**src/rtl/ir_cmd_controller.sv**
```systemverilog
`default_nettype none
// ============================================================================
// Module   : ir_cmd_controller
// Purpose  : Takes decoded NEC frames from IR_RECEIVE and validates them.
//            Maps key bytes to state_control commands and suppresses
//            auto-repeat. Issues commands to the UART JSON sender through
//            a valid/done handshake with timeout recovery.
// Revision : 1.0 - initial release
// ============================================================================
module ir_cmd_controller #(
   parameter logic [15:0] CUSTOM_CODE    = 16'h6B86,
   parameter bit          CHECK_CUSTOM   = 1'b1,
   parameter logic [7:0]  KEY_STOP       = 8'h16,
   parameter logic [7:0]  KEY_FWD        = 8'h02,
   parameter logic [7:0]  KEY_BACK       = 8'h08,
   parameter logic [7:0]  KEY_LEFT       = 8'h04,
   parameter logic [7:0]  KEY_RIGHT      = 8'h06,
   parameter logic [7:0]  KEY_TOGGLE     = 8'h12,
   parameter int unsigned HOLDOFF_CYCLES = 12_500_000,
   parameter int unsigned DONE_TIMEOUT   = 50_000_000
) (
   input  logic        clk,
   input  logic        rst,
   input  logic [31:0] ir_data,
   input  logic        data_ready,
   input  logic        send_done,
   output logic [2:0]  state_control,
   output logic        cmd_valid,
   output logic        toggle,
   output logic [7:0]  ir_button,
   output logic        busy,
   output logic [7:0]  err_count,
   output logic        timeout_flag
);

   // Counter widths; a single bit minimum keeps degenerate settings legal.
   localparam int HOLD_W = (HOLDOFF_CYCLES > 1) ? $clog2(HOLDOFF_CYCLES) : 1;
   localparam int TO_W   = (DONE_TIMEOUT > 1)   ? $clog2(DONE_TIMEOUT)   : 1;

   localparam logic [HOLD_W-1:0] HOLD_LOAD = HOLD_W'(HOLDOFF_CYCLES - 1);
   localparam logic [TO_W-1:0]   TO_LAST   = TO_W'(DONE_TIMEOUT - 1);

   typedef enum logic [1:0] {
      S_IDLE      = 2'd0,
      S_CHECK     = 2'd1,
      S_ISSUE     = 2'd2,
      S_WAIT_DONE = 2'd3
   } state_t;

   state_t            state;
   logic              dr_q;
   logic              dr_prev;
   logic              ev;
   logic [31:0]       frame_q;
   logic [7:0]        key;
   logic [7:0]        last_key;
   logic [HOLD_W-1:0] hold_cnt;
   logic [TO_W-1:0]   to_cnt;
   logic              frame_ok;
   logic              suppress;
   logic              key_mapped;
   logic [2:0]        key_code;

   // Register data_ready and keep its previous value so either a pulse or a
   // held level produces exactly one event on its rising edge.
   always_ff @(posedge clk or posedge rst) begin
      if (rst) begin
         dr_q    <= 1'b0;
         dr_prev <= 1'b0;
      end else begin
         dr_q    <= data_ready;
         dr_prev <= dr_q;
      end
   end

   assign ev  = dr_q & ~dr_prev;
   assign key = frame_q[23:16];

   // The inverted-key byte must match, and the custom code too when enabled.
   assign frame_ok = (frame_q[31:24] == ~key) &&
                     (!CHECK_CUSTOM || (frame_q[15:0] == CUSTOM_CODE));

   // A repeat of the last accepted key inside the hold-off window is dropped.
   assign suppress = (key == last_key) && (hold_cnt != '0);

   // Translate the key byte into a movement command code.
   always_comb begin
      key_mapped = 1'b1;
      key_code   = 3'd0;
      if (key == KEY_STOP)       key_code = 3'd0;
      else if (key == KEY_FWD)   key_code = 3'd1;
      else if (key == KEY_BACK)  key_code = 3'd2;
      else if (key == KEY_LEFT)  key_code = 3'd3;
      else if (key == KEY_RIGHT) key_code = 3'd4;
      else                       key_mapped = 1'b0;
   end

   // Command sequencer with its hold-off and handshake timeout counters.
   always_ff @(posedge clk or posedge rst) begin
      if (rst) begin
         state         <= S_IDLE;
         frame_q       <= '0;
         last_key      <= '0;
         hold_cnt      <= '0;
         to_cnt        <= '0;
         state_control <= 3'd0;
         cmd_valid     <= 1'b0;
         toggle        <= 1'b0;
         ir_button     <= 8'd0;
         busy          <= 1'b0;
         err_count     <= 8'd0;
         timeout_flag  <= 1'b0;
      end else begin
         // Hold-off window drains every cycle; an accepted key reloads it below.
         if (hold_cnt != '0) hold_cnt <= hold_cnt - HOLD_W'(1);

         case (state)
            S_IDLE: begin
               if (ev) begin
                  frame_q <= ir_data;
                  state   <= S_CHECK;
                  busy    <= 1'b1;
               end
            end

            S_CHECK: begin
               if (!frame_ok) begin
                  if (err_count != 8'hFF) err_count <= err_count + 8'd1;
                  state <= S_IDLE;
                  busy  <= 1'b0;
               end else begin
                  ir_button <= key;
                  if (suppress) begin
                     state <= S_IDLE;
                     busy  <= 1'b0;
                  end else begin
                     last_key <= key;
                     hold_cnt <= HOLD_LOAD;
                     if (key == KEY_TOGGLE) begin
                        toggle <= ~toggle;
                        state  <= S_IDLE;
                        busy   <= 1'b0;
                     end else if (key_mapped) begin
                        state_control <= key_code;
                        state         <= S_ISSUE;
                     end else begin
                        state <= S_IDLE;
                        busy  <= 1'b0;
                     end
                  end
               end
            end

            S_ISSUE: begin
               cmd_valid <= 1'b1;
               to_cnt    <= '0;
               state     <= S_WAIT_DONE;
            end

            S_WAIT_DONE: begin
               // send_done wins over a coincident timeout.
               if (send_done) begin
                  cmd_valid <= 1'b0;
                  state     <= S_IDLE;
                  busy      <= 1'b0;
               end else if (to_cnt == TO_LAST) begin
                  cmd_valid    <= 1'b0;
                  timeout_flag <= 1'b1;
                  state        <= S_IDLE;
                  busy         <= 1'b0;
               end else begin
                  to_cnt <= to_cnt + TO_W'(1);
               end
            end

            default: begin
               cmd_valid <= 1'b0;
               state     <= S_IDLE;
               busy      <= 1'b0;
            end
         endcase
      end
   end

endmodule
`default_nettype wire

```
**config.mk**
```make
export PLATFORM = sky130hd
export DESIGN_NAME = ir_cmd_controller
export DESIGN_NICKNAME = d
export VERILOG_FILES = /design/src/rtl/ir_cmd_controller.sv
export SDC_FILE = /design/constraint.sdc
export NUM_CORES = 1
export LEC_CHECK = 0
export CAP_MARGIN = 20
export CELL_PAD_IN_SITES_DETAIL_PLACEMENT = 1
export CELL_PAD_IN_SITES_GLOBAL_PLACEMENT = 2
export CORE_MARGIN = 2
export CORE_UTILIZATION = 29
export CTS_CLUSTER_DIAMETER = 200
export DETAILED_ROUTE_END_ITERATION = 16
export PLACE_DENSITY_LB_ADDON = 0.1
export SKIP_LAST_GASP = 1
export SYNTH_ARGS = -nofsm -noshare
export SYNTH_HDL_FRONTEND = slang
export SYNTH_SLANG_ARGS = --single-unit
```
**constraint.sdc**
```tcl
create_clock -name clk -period 3.55 [get_ports clk]
set_input_delay 0.71 -clock clk [delete_from_list [all_inputs] [get_ports clk]]
set_output_delay 0.71 -clock clk [all_outputs]
set_load 0.02 [all_outputs]
```
==> flow_summary.html, run 1 <==
<table>
<tr><th>Metric</th><th>Value</th></tr>
<tr><th colspan="2">Clock tree</th></tr>
<tr><td>Clk slew on worst S/H paths</td><td>60 ps</td></tr>
<tr><td>Source-to-sink clock delay at the later pin of the worst-skew pair</td><td>420 ps</td></tr>
<tr><td>Sinks on the clock net</td><td>117</td></tr>
<tr><td>CTS H-Tree Depth</td><td>4</td></tr>
<tr><td>Count of buffers added by post-CTS timing repair for setup</td><td>0</td></tr>
<tr><td>Max clock buf depth</td><td>2</td></tr>
<tr><td>Total of hold buffers inserted after clock tree synthesis</td><td>0</td></tr>
<tr><td>Root buf cell</td><td>clkbuf_16</td></tr>
<tr><td>TritonCTS Buffers</td><td>17</td></tr>
<tr><td>TritonCTS clock tree</td><td>done</td></tr>
<tr><td>Post-cts resize count</td><td>0</td></tr>
<tr><th colspan="2">Synthesis</th></tr>
<tr><td>Multiplexer share of the synthesized area</td><td>11.6%</td></tr>
<tr><td>Most common cell in the netlist</td><td>dfrtp_1</td></tr>
<tr><td>Number of synthesized flops with an enable pin</td><td>0</td></tr>
<tr><td>Sequential area share after synthesis</td><td>50.4%</td></tr>
<tr><td>Post-Synthesis Mean Instance Area</td><td>11.2 µm²</td></tr>
<tr><td>Simple-gate area share of the yosys netlist</td><td>18.8%</td></tr>
<tr><td>Top cells by instance count after synthesis</td><td>dfrtp_1, mux2_2, nand2_1</td></tr>
<tr><td>Gate count after technology mapping</td><td>517</td></tr>
<tr><td>Post-Synth XOR/XNOR Area</td><td>4.82%</td></tr>
<tr><td>Post-synthesis cell type count</td><td>59</td></tr>
<tr><td>Post-synthesis adder-cell area fraction</td><td>1.94%</td></tr>
<tr><td>Main area contributors after synthesis</td><td>dfrtp_1, mux2_2, xor2_1, or4_1, o31ai_1</td></tr>
<tr><td>Flops &amp; latches, synth</td><td>117</td></tr>
<tr><td>Main combinational cell family by area after synthesis</td><td>simple AND/OR/NAND/NOR gates</td></tr>
<tr><td>Largest area contributor in the synthesized netlist</td><td>dfrtp_1</td></tr>
<tr><td>Synth top area share</td><td>50.4%</td></tr>
<tr><td>Share of flip-flops with an asynchronous set or reset after synthesis</td><td>100%</td></tr>
<tr><td>Dominant synthesized flop cell</td><td>dfrtp_1</td></tr>
<tr><td>Synth Net Count</td><td>562</td></tr>
<tr><td>Post-synth design cell area</td><td>5810 µm²</td></tr>
<tr><td>Synthesized-area fraction occupied by ao, oa, aoi and oai cells</td><td>9.78%</td></tr>
<tr><td>Synthesis warning total</td><td>0</td></tr>
<tr><th colspan="2">Worst hold path</th></tr>
<tr><td>Number of cells on the worst hold path</td><td>0</td></tr>
<tr><td>Worst hold-check path type</td><td>reg2reg</td></tr>
<tr><td>Startpoint of the worst hold path</td><td>dr_q$_DFF_PP0_</td></tr>
<tr><td>Hold path endpoint</td><td>dr_prev$_DFF_PP0_</td></tr>
<tr><th colspan="2">Timing</th></tr>
<tr><td>Total of endpoints with negative setup slack in the final report</td><td>0</td></tr>
<tr><td>Normalized max-slew margin</td><td>42.8%</td></tr>
<tr><td>RSZ-0062 raised after global routing</td><td>false</td></tr>
<tr><td>Worst Slack Setup Final</td><td>814 ps</td></tr>
<tr><td>Slew @ Worst Pin</td><td>854 ps</td></tr>
<tr><td>Part of the cycle the worst path needs</td><td>77.1%</td></tr>
<tr><td>Top achievable clock speed</td><td>365 MHz</td></tr>
<tr><td>Tmin final</td><td>2740 ps</td></tr>
<tr><td>Total negative setup slack</td><td>0 ps</td></tr>
<tr><td>Max Clock Skew</td><td>10.9 ps</td></tr>
<tr><td>Final hold violation count</td><td>0</td></tr>
<tr><td>Final worst hold slack</td><td>412 ps</td></tr>
<tr><td>Final Max Tran Viols</td><td>0</td></tr>
<tr><th colspan="2">Global routing</th></tr>
<tr><td>Wire length of the first global-routing pass</td><td>24.1 mm</td></tr>
<tr><td>Global-route usage over all layers</td><td>14.1%</td></tr>
<tr><td>Vias in the first global route</td><td>4,671</td></tr>
<tr><td>Global-route congestion overflow total</td><td>0</td></tr>
<tr><td>Initial antenna violation count</td><td>0</td></tr>
<tr><td>Pin count of the biggest net entering global routing</td><td>44</td></tr>
<tr><th colspan="2">Worst setup path</th></tr>
<tr><td>Setup slack of the most critical reg-to-reg path</td><td>810 ps</td></tr>
<tr><td>Worst reg-to-reg path cell count</td><td>7</td></tr>
<tr><td>Critical-path cell with the highest stage delay</td><td>or4b_2</td></tr>
<tr><td>Worst setup path category</td><td>reg2reg</td></tr>
<tr><td>Worst r2r src</td><td>hold_cnt[0]$_DFF_PP0_</td></tr>
<tr><td>CP cell instances</td><td>inv_1 -&gt; ha_1 -&gt; or4b_2 -&gt; nor3_1 -&gt; or3b_1 -&gt; a211oi_4 -&gt; mux2_2</td></tr>
<tr><td>Capturing element type of the critical path</td><td>flop</td></tr>
<tr><td>Crit start category</td><td>flop</td></tr>
<tr><td>Worst path max stage delay</td><td>570 ps</td></tr>
<tr><td>Required time of the critical path</td><td>3850 ps</td></tr>
<tr><td>Worst EP arrival</td><td>3040 ps</td></tr>
<tr><td>Worst r2r dst</td><td>state_control[1]$_DFFE_PP0P_</td></tr>
<tr><td>Maximum fanout encountered on the critical timing path</td><td>5</td></tr>
<tr><th colspan="2">Power</th></tr>
<tr><td>P per Cell Area</td><td>686 nW/µm²</td></tr>
<tr><td>IR drop worst, VDD</td><td>0.000354 V</td></tr>
<tr><td>Static leakage power</td><td>3.03 nW</td></tr>
<tr><th colspan="2">Status</th></tr>
<tr><td>Run status</td><td>finished clean</td></tr>
<tr><th colspan="2">Cells and area</th></tr>
<tr><td>Share of post-route cells with drive strength above 1</td><td>19.2%</td></tr>
<tr><td>Total Nets Final</td><td>626</td></tr>
<tr><td>Sequential cell area in the final layout</td><td>2930 µm²</td></tr>
<tr><td>Synthesis-to-layout area growth</td><td>25.8%</td></tr>
<tr><td>Filler cells</td><td>2,138</td></tr>
<tr><td>Antenna Diode Count</td><td>0</td></tr>
<tr><td>Combined area of the multi-input logic cells</td><td>2730 µm²</td></tr>
<tr><td>Post-Layout Cell Count</td><td>859</td></tr>
<tr><th colspan="2">Placed design</th></tr>
<tr><td>Half-perimeter wire length after detailed placement</td><td>9.82 mm</td></tr>
<tr><td>Inst Count DP</td><td>827</td></tr>
<tr><td>Worst-case setup slack after placement</td><td>793 ps</td></tr>
<tr><td>Routability congestion estimate</td><td>0.719</td></tr>
<tr><td>Port Buffer Count</td><td>58</td></tr>
<tr><th colspan="2">Routing</th></tr>
<tr><td>Count of routing violations after the opening detailed-route iteration</td><td>150</td></tr>
<tr><td>Via total after detailed routing</td><td>4,290</td></tr>
<tr><td>Routed via count divided by cell count</td><td>4.99</td></tr>
<tr><td>First-pass iteration count of the detailed router</td><td>4</td></tr>
<tr><td>Post-Route WL</td><td>14.1 mm</td></tr>
<tr><td>Number of remaining DRC errors</td><td>0</td></tr>
<tr><td>Residual antenna-violating net count after detailed routing</td><td>0</td></tr>
<tr><td>Routed wire length per instance</td><td>16.4 µm</td></tr>
<tr><th colspan="2">Die</th></tr>
<tr><td>Floorplan die width</td><td>146 µm</td></tr>
<tr><td>I/O pins</td><td>59</td></tr>
<tr><td>Floorplan Core Area</td><td>19,600 µm²</td></tr>
<tr><td>Effective utilization at floorplan</td><td>29.7%</td></tr>
<tr><td>Die boundary height</td><td>146 µm</td></tr>
<tr><td>Std cell rows</td><td>51</td></tr>
<tr><td>Die Outline Area</td><td>21,200 µm²</td></tr>
<tr><th colspan="2">Flow run</th></tr>
<tr><td>Maxcap violations</td><td>0</td></tr>
</table>
==> flip-flops by register name, indices dropped and copies added (netlist names), named ones only <==
name           cells
state              1
frame_q           32
err_count          8
last_key           8
ir_button          8
state_control      3
timeout_flag       1
cmd_valid          1
to_cnt            26
busy               1
dr_prev            1
hold_cnt          24
dr_q               1
toggle             1
==> worst max-delay path: cells and delay by family (launching register included) <==
family,cells,cell delay [ps]
buffers and inverters,1,110
muxes,1,370
and+or+nand+nor,3,1210
DFF,1,380
AOI/OAI and AO/OA,1,380
adders and majority gates,1,160
==> report_power, final <==
group	switching [mW]	internal [mW]
sequential	0.422	1.69
clock	0.698	1.00
combinational	0.543	0.656
==> area by class of cell <==
| cell class | instances | share of cell area, % |
|---|---|---|
| Sequential cell | 117 | 40.1 |
| Multi-Input combinational cell | 364 | 37.3 |
| Timing Repair Buffer | 69 | 9.42 |
| Clock buffer | 18 | 6.01 |
| Tap cell | 265 | 4.54 |
| Clock inverter | 14 | 1.95 |
| Inverter | 12 | 0.668 |
==> worst max path at each step <==
stage                                              end                   from  cells past startpoint  slack [ps]
after detailed placement  state_control[0]$_DFFE_PP0P_  hold_cnt[0]$_DFF_PP0_                      7         790
after floorplan           state_control[0]$_DFFE_PP0P_  hold_cnt[0]$_DFF_PP0_                      8         990
after global placement    state_control[1]$_DFFE_PP0P_  hold_cnt[0]$_DFF_PP0_                      7         820
after global routing                              flop  to_cnt[9]$_DFFE_PP0P_                      5         620
after CTS                 state_control[1]$_DFFE_PP0P_  hold_cnt[0]$_DFF_PP0_                      7         790
final                     state_control[1]$_DFFE_PP0P_  hold_cnt[0]$_DFF_PP0_                      7         810
==> metal layers <==
metal	track usage [%]	vias to the layer above	part of all wire (%)	wire, µm
met5	0	-	0	0
met4	5.15	0	1.5	214
met3	3.23	14	3.0	420
met2	24.8	53	50	7100
met1	17.0	2162	45	6360
li1	-	2061	-	-
==> through the flow <==
step                      total power [mW]  cell area, µm²  utilization (%)
after floorplan                       2.93            5810                -
after global placement                3.31            6730             34.3
after detailed placement              3.36            6730             34.3
after CTS                             5.11            7310             37.3
after global routing                  5.36            7310             37.3
final                                 5.01            7310             37.3
==> cell usage in the layout (no fill, tap or decap), types with 7 or more instances in the layout <==
| cell type | n |
|---|---|
| nor2_1 | 13 |
| nand4_1 | 15 |
| inv_6 | 7 |
| clkdlybuf4s50_1 | 58 |
| or4_1 | 19 |
| or3_1 | 21 |
| xor2_1 | 19 |
| clkbuf_16 | 17 |
| a21oi_1 | 22 |
| xnor2_1 | 13 |
| ha_1 | 9 |
| inv_1 | 11 |
| nand3_1 | 20 |
| mux2_2 | 48 |
| o31ai_1 | 18 |
| dfrtp_1 | 117 |
| nand2_1 | 28 |
| buf_4 | 9 |
| nor3_1 | 10 |
| o21ai_0 | 20 |
==> kinds of logic after synthesis <==
kind of cell / Yosys count
AO/OA/AOI/OAI: 85
adder cells (fa/ha/maj): 9
flip-flops: 117
AND/OR/NAND/NOR: 179
XOR/XNOR: 32
buffers and inverters: 36
multiplexers: 59
Power figures use the tool's default switching activity.
==> run 2: changes to the inputs <==
==> constraint.sdc (replaced) <==
create_clock -name clk -period 2.8 [get_ports clk]
set_input_delay 0.56 -clock clk [delete_from_list [all_inputs] [get_ports clk]]
set_output_delay 0.56 -clock clk [all_outputs]
set_load 0.02 [all_outputs]
==> flow_summary.html, run 2 (synthesis results as in run 1) <==
<table>
<tr><th>Metric</th><th>Value</th></tr>
<tr><th colspan="2">Status</th></tr>
<tr><td>Run status</td><td>finished clean (unchanged)</td></tr>
<tr><th colspan="2">Power</th></tr>
<tr><td>Power share of the combinational group</td><td>25.9% (was 23.9%)</td></tr>
<tr><td>Clock share of power</td><td>34.7% (was 33.9%)</td></tr>
<tr><td>Sw frac</td><td>31.6% (was 33.2%)</td></tr>
<tr><td>Net load switching power</td><td>2.07 mW (was 1.66 mW)</td></tr>
<tr><td>Proportion of power drawn by flip-flops and latches</td><td>39.4% (was 42.2%)</td></tr>
<tr><td>P per Cell Area</td><td>880 nW/µm² (was 686 nW/µm²)</td></tr>
<tr><td>Cell internal power dissipation</td><td>4.48 mW (was 3.35 mW)</td></tr>
<tr><td>Static leakage power</td><td>3.11 nW (was 3.03 nW)</td></tr>
<tr><td>Total power after layout</td><td>6.54 mW (was 5.01 mW)</td></tr>
<tr><td>IR drop worst, VDD</td><td>0.000397 V (was 0.000354 V)</td></tr>
<tr><th colspan="2">Clock tree</th></tr>
<tr><td>CTS H-Tree Depth</td><td>4 (unchanged)</td></tr>
<tr><td>Source-to-sink clock delay at the later pin of the worst-skew pair</td><td>420 ps (about the same)</td></tr>
<tr><td>Clk slew on worst S/H paths</td><td>60 ps (about the same)</td></tr>
<tr><td>TritonCTS Buffers</td><td>17 (unchanged)</td></tr>
<tr><td>Max clock buf depth</td><td>2 (unchanged)</td></tr>
<tr><td>Sinks on the clock net</td><td>117 (unchanged)</td></tr>
<tr><td>TritonCTS clock tree</td><td>done (unchanged)</td></tr>
<tr><td>Root buf cell</td><td>clkbuf_16 (unchanged)</td></tr>
<tr><td>Count of buffers added by post-CTS timing repair for setup</td><td>0 (unchanged)</td></tr>
<tr><th colspan="2">Worst setup path</th></tr>
<tr><td>Maximum fanout encountered on the critical timing path</td><td>5 (unchanged)</td></tr>
<tr><td>Worst path max stage delay</td><td>580 ps (was 570 ps)</td></tr>
<tr><td>CP cell instances</td><td>inv_1 -&gt; ha_1 -&gt; or4b_2 -&gt; nor3_1 -&gt; or3b_4 -&gt; a211oi_4 -&gt; mux2_2 (was inv_1 -&gt; ha_1 -&gt; or4b_2 -&gt; nor3_1 -&gt; or3b_1 -&gt; a211oi_4 -&gt; mux2_2)</td></tr>
<tr><td>Worst r2r dst</td><td>state_control[1]$_DFFE_PP0P_ (unchanged)</td></tr>
<tr><td>Worst reg-to-reg path cell count</td><td>7 (unchanged)</td></tr>
<tr><td>Critical-path cell with the highest stage delay</td><td>or4b_2 (unchanged)</td></tr>
<tr><td>Worst EP arrival</td><td>2920 ps (was 3040 ps)</td></tr>
<tr><td>Crit start category</td><td>flop (unchanged)</td></tr>
<tr><td>Setup slack of the most critical reg-to-reg path</td><td>180 ps (was 810 ps)</td></tr>
<tr><td>Worst r2r src</td><td>hold_cnt[1]$_DFF_PP0_ (was hold_cnt[0]$_DFF_PP0_)</td></tr>
<tr><td>Required time of the critical path</td><td>3100 ps (was 3850 ps)</td></tr>
<tr><td>Worst setup path category</td><td>reg2reg (unchanged)</td></tr>
<tr><td>Capturing element type of the critical path</td><td>flop (unchanged)</td></tr>
<tr><th colspan="2">Timing</th></tr>
<tr><td>Top achievable clock speed</td><td>381 MHz (was 365 MHz)</td></tr>
<tr><td>RSZ-0062 raised after global routing</td><td>false (unchanged)</td></tr>
<tr><td>Part of the cycle the worst path needs</td><td>93.7% (was 77.1%)</td></tr>
<tr><td>Final worst hold slack</td><td>403 ps (was 412 ps)</td></tr>
<tr><td>Worst Slack Setup Final</td><td>178 ps (was 814 ps)</td></tr>
<tr><td>Final hold violation count</td><td>0 (unchanged)</td></tr>
<tr><td>Normalized max-slew margin</td><td>59.4% (was 42.8%)</td></tr>
<tr><td>Total negative setup slack</td><td>0 ps (unchanged)</td></tr>
<tr><td>Final Max Tran Viols</td><td>0 (unchanged)</td></tr>
<tr><td>Max Clock Skew</td><td>10.3 ps (was 10.9 ps)</td></tr>
<tr><td>Total of endpoints with negative setup slack in the final report</td><td>0 (unchanged)</td></tr>
<tr><td>Slew @ Worst Pin</td><td>594 ps (was 854 ps)</td></tr>
<tr><td>Tmin final</td><td>2620 ps (was 2740 ps)</td></tr>
<tr><th colspan="2">Routing</th></tr>
<tr><td>Number of remaining DRC errors</td><td>0 (unchanged)</td></tr>
<tr><td>Routed wire length per instance</td><td>16.2 µm (was 16.4 µm)</td></tr>
<tr><td>Count of routing violations after the opening detailed-route iteration</td><td>179 (was 150)</td></tr>
<tr><td>Post-Route WL</td><td>14.1 mm (about the same)</td></tr>
<tr><td>Residual antenna-violating net count after detailed routing</td><td>0 (unchanged)</td></tr>
<tr><td>Routed via count divided by cell count</td><td>4.97 (was 4.99)</td></tr>
<tr><td>First-pass iteration count of the detailed router</td><td>4 (unchanged)</td></tr>
<tr><td>Via total after detailed routing</td><td>4,342 (was 4,290)</td></tr>
<tr><th colspan="2">Worst hold path</th></tr>
<tr><td>Worst hold-check path type</td><td>reg2reg (unchanged)</td></tr>
<tr><td>Number of cells on the worst hold path</td><td>0 (unchanged)</td></tr>
<tr><td>Hold path endpoint</td><td>dr_prev$_DFF_PP0_ (unchanged)</td></tr>
<tr><td>Startpoint of the worst hold path</td><td>dr_q$_DFF_PP0_ (unchanged)</td></tr>
<tr><th colspan="2">Cells and area</th></tr>
<tr><td>Largest regs</td><td>frame_q (32), to_cnt (26), hold_cnt (24) (unchanged)</td></tr>
<tr><td>Share of post-route cells with drive strength above 1</td><td>20.9% (was 19.2%)</td></tr>
<tr><td>Total Nets Final</td><td>640 (was 626)</td></tr>
<tr><td>Most frequent standard cell in the layout excluding fill and tap cells</td><td>dfrtp_1 (unchanged)</td></tr>
<tr><td>Largest register by flop count</td><td>frame_q (unchanged)</td></tr>
<tr><td>Flip-flop count of the largest register, all copies and words added</td><td>32 (unchanged)</td></tr>
<tr><td>Antenna Diode Count</td><td>0 (unchanged)</td></tr>
<tr><td>Synthesis-to-layout area growth</td><td>27.9% (was 25.8%)</td></tr>
<tr><td>Filler cells</td><td>2,129 (was 2,138)</td></tr>
<tr><td>Summed area of non-filler cells in the final layout</td><td>7430 µm² (was 7310 µm²)</td></tr>
<tr><td>Most frequent cells in the layout</td><td>dfrtp_1, clkdlybuf4s50_1, mux2_2 (unchanged)</td></tr>
<tr><th colspan="2">Placed design</th></tr>
<tr><td>Half-perimeter wire length after detailed placement</td><td>9.99 mm (was 9.82 mm)</td></tr>
<tr><td>Worst-case setup slack after placement</td><td>92.1 ps (was 793 ps)</td></tr>
<tr><td>DP Area</td><td>6820 µm² (was 6730 µm²)</td></tr>
<tr><td>Routability congestion estimate</td><td>0.751 (was 0.719)</td></tr>
<tr><td>Port Buffer Count</td><td>58 (unchanged)</td></tr>
<tr><th colspan="2">Die</th></tr>
<tr><td>Floorplan Core Area</td><td>19,600 µm² (unchanged)</td></tr>
<tr><td>Floorplan die width</td><td>146 µm (unchanged)</td></tr>
<tr><td>Effective utilization at floorplan</td><td>29.7% (unchanged)</td></tr>
<tr><td>Die Outline Area</td><td>21,200 µm² (unchanged)</td></tr>
<tr><td>I/O pins</td><td>59 (unchanged)</td></tr>
<tr><td>Std cell rows</td><td>51 (unchanged)</td></tr>
<tr><td>Die boundary height</td><td>146 µm (unchanged)</td></tr>
<tr><th colspan="2">Global routing</th></tr>
<tr><td>Pin count of the biggest net entering global routing</td><td>71 (was 44)</td></tr>
<tr><td>Vias in the first global route</td><td>4,651 (was 4,671)</td></tr>
<tr><td>Initial antenna violation count</td><td>0 (unchanged)</td></tr>
<tr><td>Wire length of the first global-routing pass</td><td>24.4 mm (was 24.1 mm)</td></tr>
<tr><td>Global-route congestion overflow total</td><td>0 (unchanged)</td></tr>
<tr><td>Global-route usage over all layers</td><td>14.3% (was 14.1%)</td></tr>
<tr><th colspan="2">Flow run</th></tr>
<tr><td>Maxcap violations</td><td>0 (unchanged)</td></tr>
</table>
==> run 2: cell count changes in the layout (fill, tap and decap cells not counted) <==
cell | before | now
clkbuf_1 | 0 | 1
buf_4 | 9 | 24
or3b_1 | 1 | 0
nor2b_1 | 2 | 3
bufinv_16 | 1 | 3
buf_12 | 2 | 1
clkinv_2 | 0 | 1
inv_6 | 7 | 3
nor2b_2 | 1 | 0
inv_8 | 1 | 0
clkinvlp_4 | 4 | 3
or3b_4 | 0 | 1
clkinv_4 | 2 | 4
==> run 2: per-layer routing <==
metal  part of all wire, %  GRT usage [%]  vias up
met5                     0              0        -
met4                   1.1           4.41        0
met3                   2.8           3.73       13
met2                    49           23.9       50
met1                    47           18.1     2199
li1                      -              -     2080
==> run 2: cell type report <==
class	instances	area (µm²)	share of cell area, %
clock buffer	19	443	5.96
clock inverter	13	171	2.31
inverter	12	48.8	0.657
multi-input combinational	364	2730	36.7
sequential	117	2930	39.4
tap	265	332	4.46
timing repair buffer	83	781	10.5
==> run 2: power by group through the flow <==
stage	Combinational (mW)	Clock, mW	Sequential (mW)
after floorplan	1.17	0	2.55
after global placement	1.68	0	2.58
after detailed placement	1.72	0	2.62
after CTS	1.73	2.34	2.59
after global routing	1.91	2.42	2.67
final	1.70	2.27	2.58
==> run 2: through the flow <==
stage | std cells | utilization, %
finish | 873 | 37.9
global placement | 841 | 34.8
global route | 873 | 37.9
detailed placement | 841 | 34.8
CTS | 873 | 37.9
floorplan | 517 | -
==> run 2: critical path, delay by kind of cell (launching register included) <==
family | cells | cell delay (ps)
fa+ha+maj | 1 | 160
buf+inv | 1 | 80
simple gates | 3 | 1180
compound gates | 1 | 330
mux | 1 | 370
flops | 1 | 390
==> run 2: timing repair <==
item                                    CTS  global route
gates resized for setup                   0             1
endpoints found under the setup margin    0             3
hold buffers                              0             0
==> run 2: worst max path at each step <==
| stage | from | end | slack, ps |
|---|---|---|---|
| detailed placement | hold_cnt[1]$_DFF_PP0_ | state_control[0]$_DFFE_PP0P_ | 90 |
| floorplan | hold_cnt[0]$_DFF_PP0_ | state_control[0]$_DFFE_PP0P_ | 240 |
| CTS | hold_cnt[1]$_DFF_PP0_ | state_control[1]$_DFFE_PP0P_ | 80 |
| global placement | hold_cnt[1]$_DFF_PP0_ | state_control[1]$_DFFE_PP0P_ | 140 |
| global route | hold_cnt[1]$_DFF_PP0_ | state_control[0]$_DFFE_PP0P_ | 60 |
| finish | hold_cnt[1]$_DFF_PP0_ | state_control[1]$_DFFE_PP0P_ | 180 |
==> run 3: changes to the inputs <==
--- a/config.mk
+++ b/config.mk
@@ -12,6 +12,7 @@
 export CORE_UTILIZATION = 29
 export CTS_CLUSTER_DIAMETER = 200
 export DETAILED_ROUTE_END_ITERATION = 16
+export MAX_ROUTING_LAYER = met4
 export PLACE_DENSITY_LB_ADDON = 0.1
 export SKIP_LAST_GASP = 1
 export SYNTH_ARGS = -nofsm -noshare
==> flow_summary.html, run 3 (synthesis results as in run 1) <==
<table>
<tr><th>Metric</th><th>Value</th></tr>
<tr><th colspan="2">Status</th></tr>
<tr><td>Run status</td><td>finished clean (unchanged)</td></tr>
<tr><th colspan="2">Worst setup path</th></tr>
<tr><td>Critical path origin</td><td>hold_cnt[1]$_DFF_PP0_ (unchanged)</td></tr>
<tr><td>Capturing element type of the critical path</td><td>flop (unchanged)</td></tr>
<tr><td>Critical-path cell with the highest stage delay</td><td>or4b_2 (unchanged)</td></tr>
<tr><td>Worst EP arrival</td><td>2920 ps (about the same)</td></tr>
<tr><td>Worst reg-to-reg path cell count</td><td>7 (unchanged)</td></tr>
<tr><td>Required time of the critical path</td><td>3100 ps (about the same)</td></tr>
<tr><td>Crit start category</td><td>flop (unchanged)</td></tr>
<tr><td>Number of buffers and inverters on the critical path</td><td>1 (unchanged)</td></tr>
<tr><td>CP cell instances</td><td>inv_1 -&gt; ha_1 -&gt; or4b_2 -&gt; nor3_1 -&gt; or3b_4 -&gt; a211oi_4 -&gt; mux2_2 (unchanged)</td></tr>
<tr><td>Top delay family on crit path</td><td>simple AND/OR/NAND/NOR gates (unchanged)</td></tr>
<tr><td>Maximum fanout encountered on the critical timing path</td><td>5 (unchanged)</td></tr>
<tr><td>Setup slack of the most critical reg-to-reg path</td><td>180 ps (about the same)</td></tr>
<tr><td>Worst path max stage delay</td><td>580 ps (about the same)</td></tr>
<tr><td>Worst setup path category</td><td>reg2reg (unchanged)</td></tr>
<tr><td>Worst r2r src</td><td>hold_cnt[1]$_DFF_PP0_ (unchanged)</td></tr>
<tr><td>Worst r2r dst</td><td>state_control[1]$_DFFE_PP0P_ (unchanged)</td></tr>
<tr><th colspan="2">Timing</th></tr>
<tr><td>Final Max Tran Viols</td><td>0 (unchanged)</td></tr>
<tr><td>Normalized max-slew margin</td><td>59.4% (unchanged)</td></tr>
<tr><td>Part of the cycle the worst path needs</td><td>93.7% (about the same)</td></tr>
<tr><td>RSZ-0062 raised after global routing</td><td>false (unchanged)</td></tr>
<tr><td>Top achievable clock speed</td><td>381 MHz (about the same)</td></tr>
<tr><td>Total negative setup slack</td><td>0 ps (unchanged)</td></tr>
<tr><td>Tmin final</td><td>2620 ps (about the same)</td></tr>
<tr><td>Worst Slack Setup Final</td><td>177 ps (was 178 ps)</td></tr>
<tr><td>Final hold violation count</td><td>0 (unchanged)</td></tr>
<tr><td>Max Clock Skew</td><td>10.2 ps (was 10.3 ps)</td></tr>
<tr><td>Slew @ Worst Pin</td><td>594 ps (unchanged)</td></tr>
<tr><td>Total of endpoints with negative setup slack in the final report</td><td>0 (unchanged)</td></tr>
<tr><th colspan="2">Routing</th></tr>
<tr><td>Via total after detailed routing</td><td>4,340 (was 4,342)</td></tr>
<tr><td>Count of routing violations after the opening detailed-route iteration</td><td>185 (was 179)</td></tr>
<tr><td>Residual antenna-violating net count after detailed routing</td><td>0 (unchanged)</td></tr>
<tr><td>Routed via count divided by cell count</td><td>4.97 (about the same)</td></tr>
<tr><td>Routed wire length per instance</td><td>16.2 µm (about the same)</td></tr>
<tr><td>Number of remaining DRC errors</td><td>0 (unchanged)</td></tr>
<tr><td>First-pass iteration count of the detailed router</td><td>4 (unchanged)</td></tr>
<tr><td>Post-Route WL</td><td>14.1 mm (about the same)</td></tr>
<tr><th colspan="2">Placed design</th></tr>
<tr><td>Half-perimeter wire length after detailed placement</td><td>9.99 mm (unchanged)</td></tr>
<tr><td>Routability congestion estimate</td><td>0.761 (was 0.751)</td></tr>
<tr><td>Port Buffer Count</td><td>58 (unchanged)</td></tr>
<tr><td>DP Area</td><td>6820 µm² (unchanged)</td></tr>
<tr><td>Worst-case setup slack after placement</td><td>92.1 ps (unchanged)</td></tr>
<tr><th colspan="2">Clock tree</th></tr>
<tr><td>TritonCTS Buffers</td><td>17 (unchanged)</td></tr>
<tr><td>Clk slew on worst S/H paths</td><td>60 ps (about the same)</td></tr>
<tr><td>Source-to-sink clock delay at the later pin of the worst-skew pair</td><td>420 ps (about the same)</td></tr>
<tr><td>Root buf cell</td><td>clkbuf_16 (unchanged)</td></tr>
<tr><td>TritonCTS clock tree</td><td>done (unchanged)</td></tr>
<tr><td>Max clock buf depth</td><td>2 (unchanged)</td></tr>
<tr><td>Sinks on the clock net</td><td>117 (unchanged)</td></tr>
<tr><td>CTS H-Tree Depth</td><td>4 (unchanged)</td></tr>
<tr><th colspan="2">Power</th></tr>
<tr><td>IR drop worst, VDD</td><td>0.000398 V (was 0.000397 V)</td></tr>
<tr><td>Net load switching power</td><td>2.07 mW (about the same)</td></tr>
<tr><td>Power share of the combinational group</td><td>25.9% (about the same)</td></tr>
<tr><td>P per Cell Area</td><td>880 nW/µm² (about the same)</td></tr>
<tr><td>Clock share of power</td><td>34.7% (about the same)</td></tr>
<tr><td>Proportion of power drawn by flip-flops and latches</td><td>39.4% (about the same)</td></tr>
<tr><td>Static leakage power</td><td>3.11 nW (unchanged)</td></tr>
<tr><td>Total power after layout</td><td>6.54 mW (about the same)</td></tr>
<tr><td>Sw frac</td><td>31.6% (about the same)</td></tr>
<tr><td>Cell internal power dissipation</td><td>4.48 mW (about the same)</td></tr>
<tr><th colspan="2">Global routing</th></tr>
<tr><td>Global routing met2 resource utilization</td><td>23.8% (was 23.9%)</td></tr>
<tr><td>Initial antenna violation count</td><td>0 (unchanged)</td></tr>
<tr><td>Global-route track usage on met1</td><td>18.2% (was 18.1%)</td></tr>
<tr><td>Wire length of the first global-routing pass</td><td>24.4 mm (about the same)</td></tr>
<tr><td>Met3 GRT Util</td><td>3.67% (was 3.73%)</td></tr>
<tr><td>Global-route usage over all layers</td><td>14.7% (was 14.3%)</td></tr>
<tr><td>Pin count of the biggest net entering global routing</td><td>71 (unchanged)</td></tr>
<tr><td>Vias in the first global route</td><td>4,654 (was 4,651)</td></tr>
<tr><td>Most Crowded Layer GR</td><td>met2 (unchanged)</td></tr>
<tr><td>Global-route congestion overflow total</td><td>0 (unchanged)</td></tr>
<tr><th colspan="2">Worst hold path</th></tr>
<tr><td>Number of cells on the worst hold path</td><td>0 (unchanged)</td></tr>
<tr><td>Worst hold-check path type</td><td>reg2reg (unchanged)</td></tr>
<tr><td>Hold path endpoint</td><td>dr_prev$_DFF_PP0_ (unchanged)</td></tr>
<tr><td>Startpoint of the worst hold path</td><td>dr_q$_DFF_PP0_ (unchanged)</td></tr>
<tr><th colspan="2">Cells and area</th></tr>
<tr><td>Flip-flop count of the largest register, all copies and words added</td><td>32 (unchanged)</td></tr>
<tr><td>Synthesis-to-layout area growth</td><td>27.9% (unchanged)</td></tr>
<tr><td>Most frequent standard cell in the layout excluding fill and tap cells</td><td>dfrtp_1 (unchanged)</td></tr>
<tr><td>Most frequent cells in the layout</td><td>dfrtp_1, clkdlybuf4s50_1, mux2_2 (unchanged)</td></tr>
<tr><td>Total Nets Final</td><td>640 (unchanged)</td></tr>
<tr><td>Summed area of non-filler cells in the final layout</td><td>7430 µm² (unchanged)</td></tr>
<tr><td>Largest regs</td><td>frame_q (32), to_cnt (26), hold_cnt (24) (unchanged)</td></tr>
<tr><td>Largest register by flop count</td><td>frame_q (unchanged)</td></tr>
<tr><td>Filler cells</td><td>2,129 (unchanged)</td></tr>
<tr><td>Share of post-route cells with drive strength above 1</td><td>20.9% (unchanged)</td></tr>
<tr><td>Antenna Diode Count</td><td>0 (unchanged)</td></tr>
<tr><th colspan="2">Die</th></tr>
<tr><td>Die boundary height</td><td>146 µm (unchanged)</td></tr>
<tr><td>Effective utilization at floorplan</td><td>29.7% (unchanged)</td></tr>
<tr><td>Floorplan die width</td><td>146 µm (unchanged)</td></tr>
<tr><td>Std cell rows</td><td>51 (unchanged)</td></tr>
<tr><td>I/O pins</td><td>59 (unchanged)</td></tr>
<tr><td>Floorplan Core Area</td><td>19,600 µm² (unchanged)</td></tr>
<tr><td>Die Outline Area</td><td>21,200 µm² (unchanged)</td></tr>
<tr><th colspan="2">Flow run</th></tr>
<tr><td>Maxcap violations</td><td>0 (unchanged)</td></tr>
</table>
==> run 3: cell counts in the layout (fill, tap and decap cells not counted) <==
No cell type changed its count.
==> run 3: cell type report <==
cell class / instances / area [µm²] / share of cell area [%]
Multi-Input combinational cell: 364 / 2730 / 36.7
Tap cell: 265 / 332 / 4.46
Sequential cell: 117 / 2930 / 39.4
Clock inverter: 13 / 171 / 2.31
Clock buffer: 19 / 443 / 5.96
Timing Repair Buffer: 83 / 781 / 10.5
Inverter: 12 / 48.8 / 0.657
==> run 3: worst max-delay path by stage <==
stage,cells past startpoint,end
floorplan,8,state_control[0]$_DFFE_PP0P_
global placement,7,state_control[1]$_DFFE_PP0P_
detailed placement,7,state_control[0]$_DFFE_PP0P_
CTS,7,state_control[1]$_DFFE_PP0P_
global route,7,state_control[0]$_DFFE_PP0P_
finish,7,state_control[1]$_DFFE_PP0P_
==> run 3: what timing repair did <==
item	CTS	global route
setup endpoints to repair	0	3
resized for setup	0	1
setup buffers	0	0
hold buffers	0	0
==> run 3: power by group through the flow <==
| stage | registers, mW | logic [mW] | clock network [mW] |
|---|---|---|---|
| 6_report | 2.58 | 1.70 | 2.27 |
| 4_1_cts | 2.59 | 1.73 | 2.34 |
| 3_3_place_gp | 2.58 | 1.68 | 0 |
| 2_1_floorplan | 2.55 | 1.17 | 0 |
| 3_5_place_dp | 2.62 | 1.72 | 0 |
| 5_1_grt | 2.67 | 1.91 | 2.42 |
==> run 3: routing by layer <==
metal  wire length, µm  vias to the layer above
met5                 0                        -
met4               158                        0
met3               415                       14
met2              6900                       50
li1                  -                     2080
met1              6630                     2196
==> run 3: stage by stage <==
step           instances  hold WS, ps  utilization (%)
3_3_place_gp         841          383             34.8
6_report             873          403             37.9
2_1_floorplan        517          374                -
3_5_place_dp         841          394             34.8
4_1_cts              873          409             37.9
5_1_grt              873          427             37.9
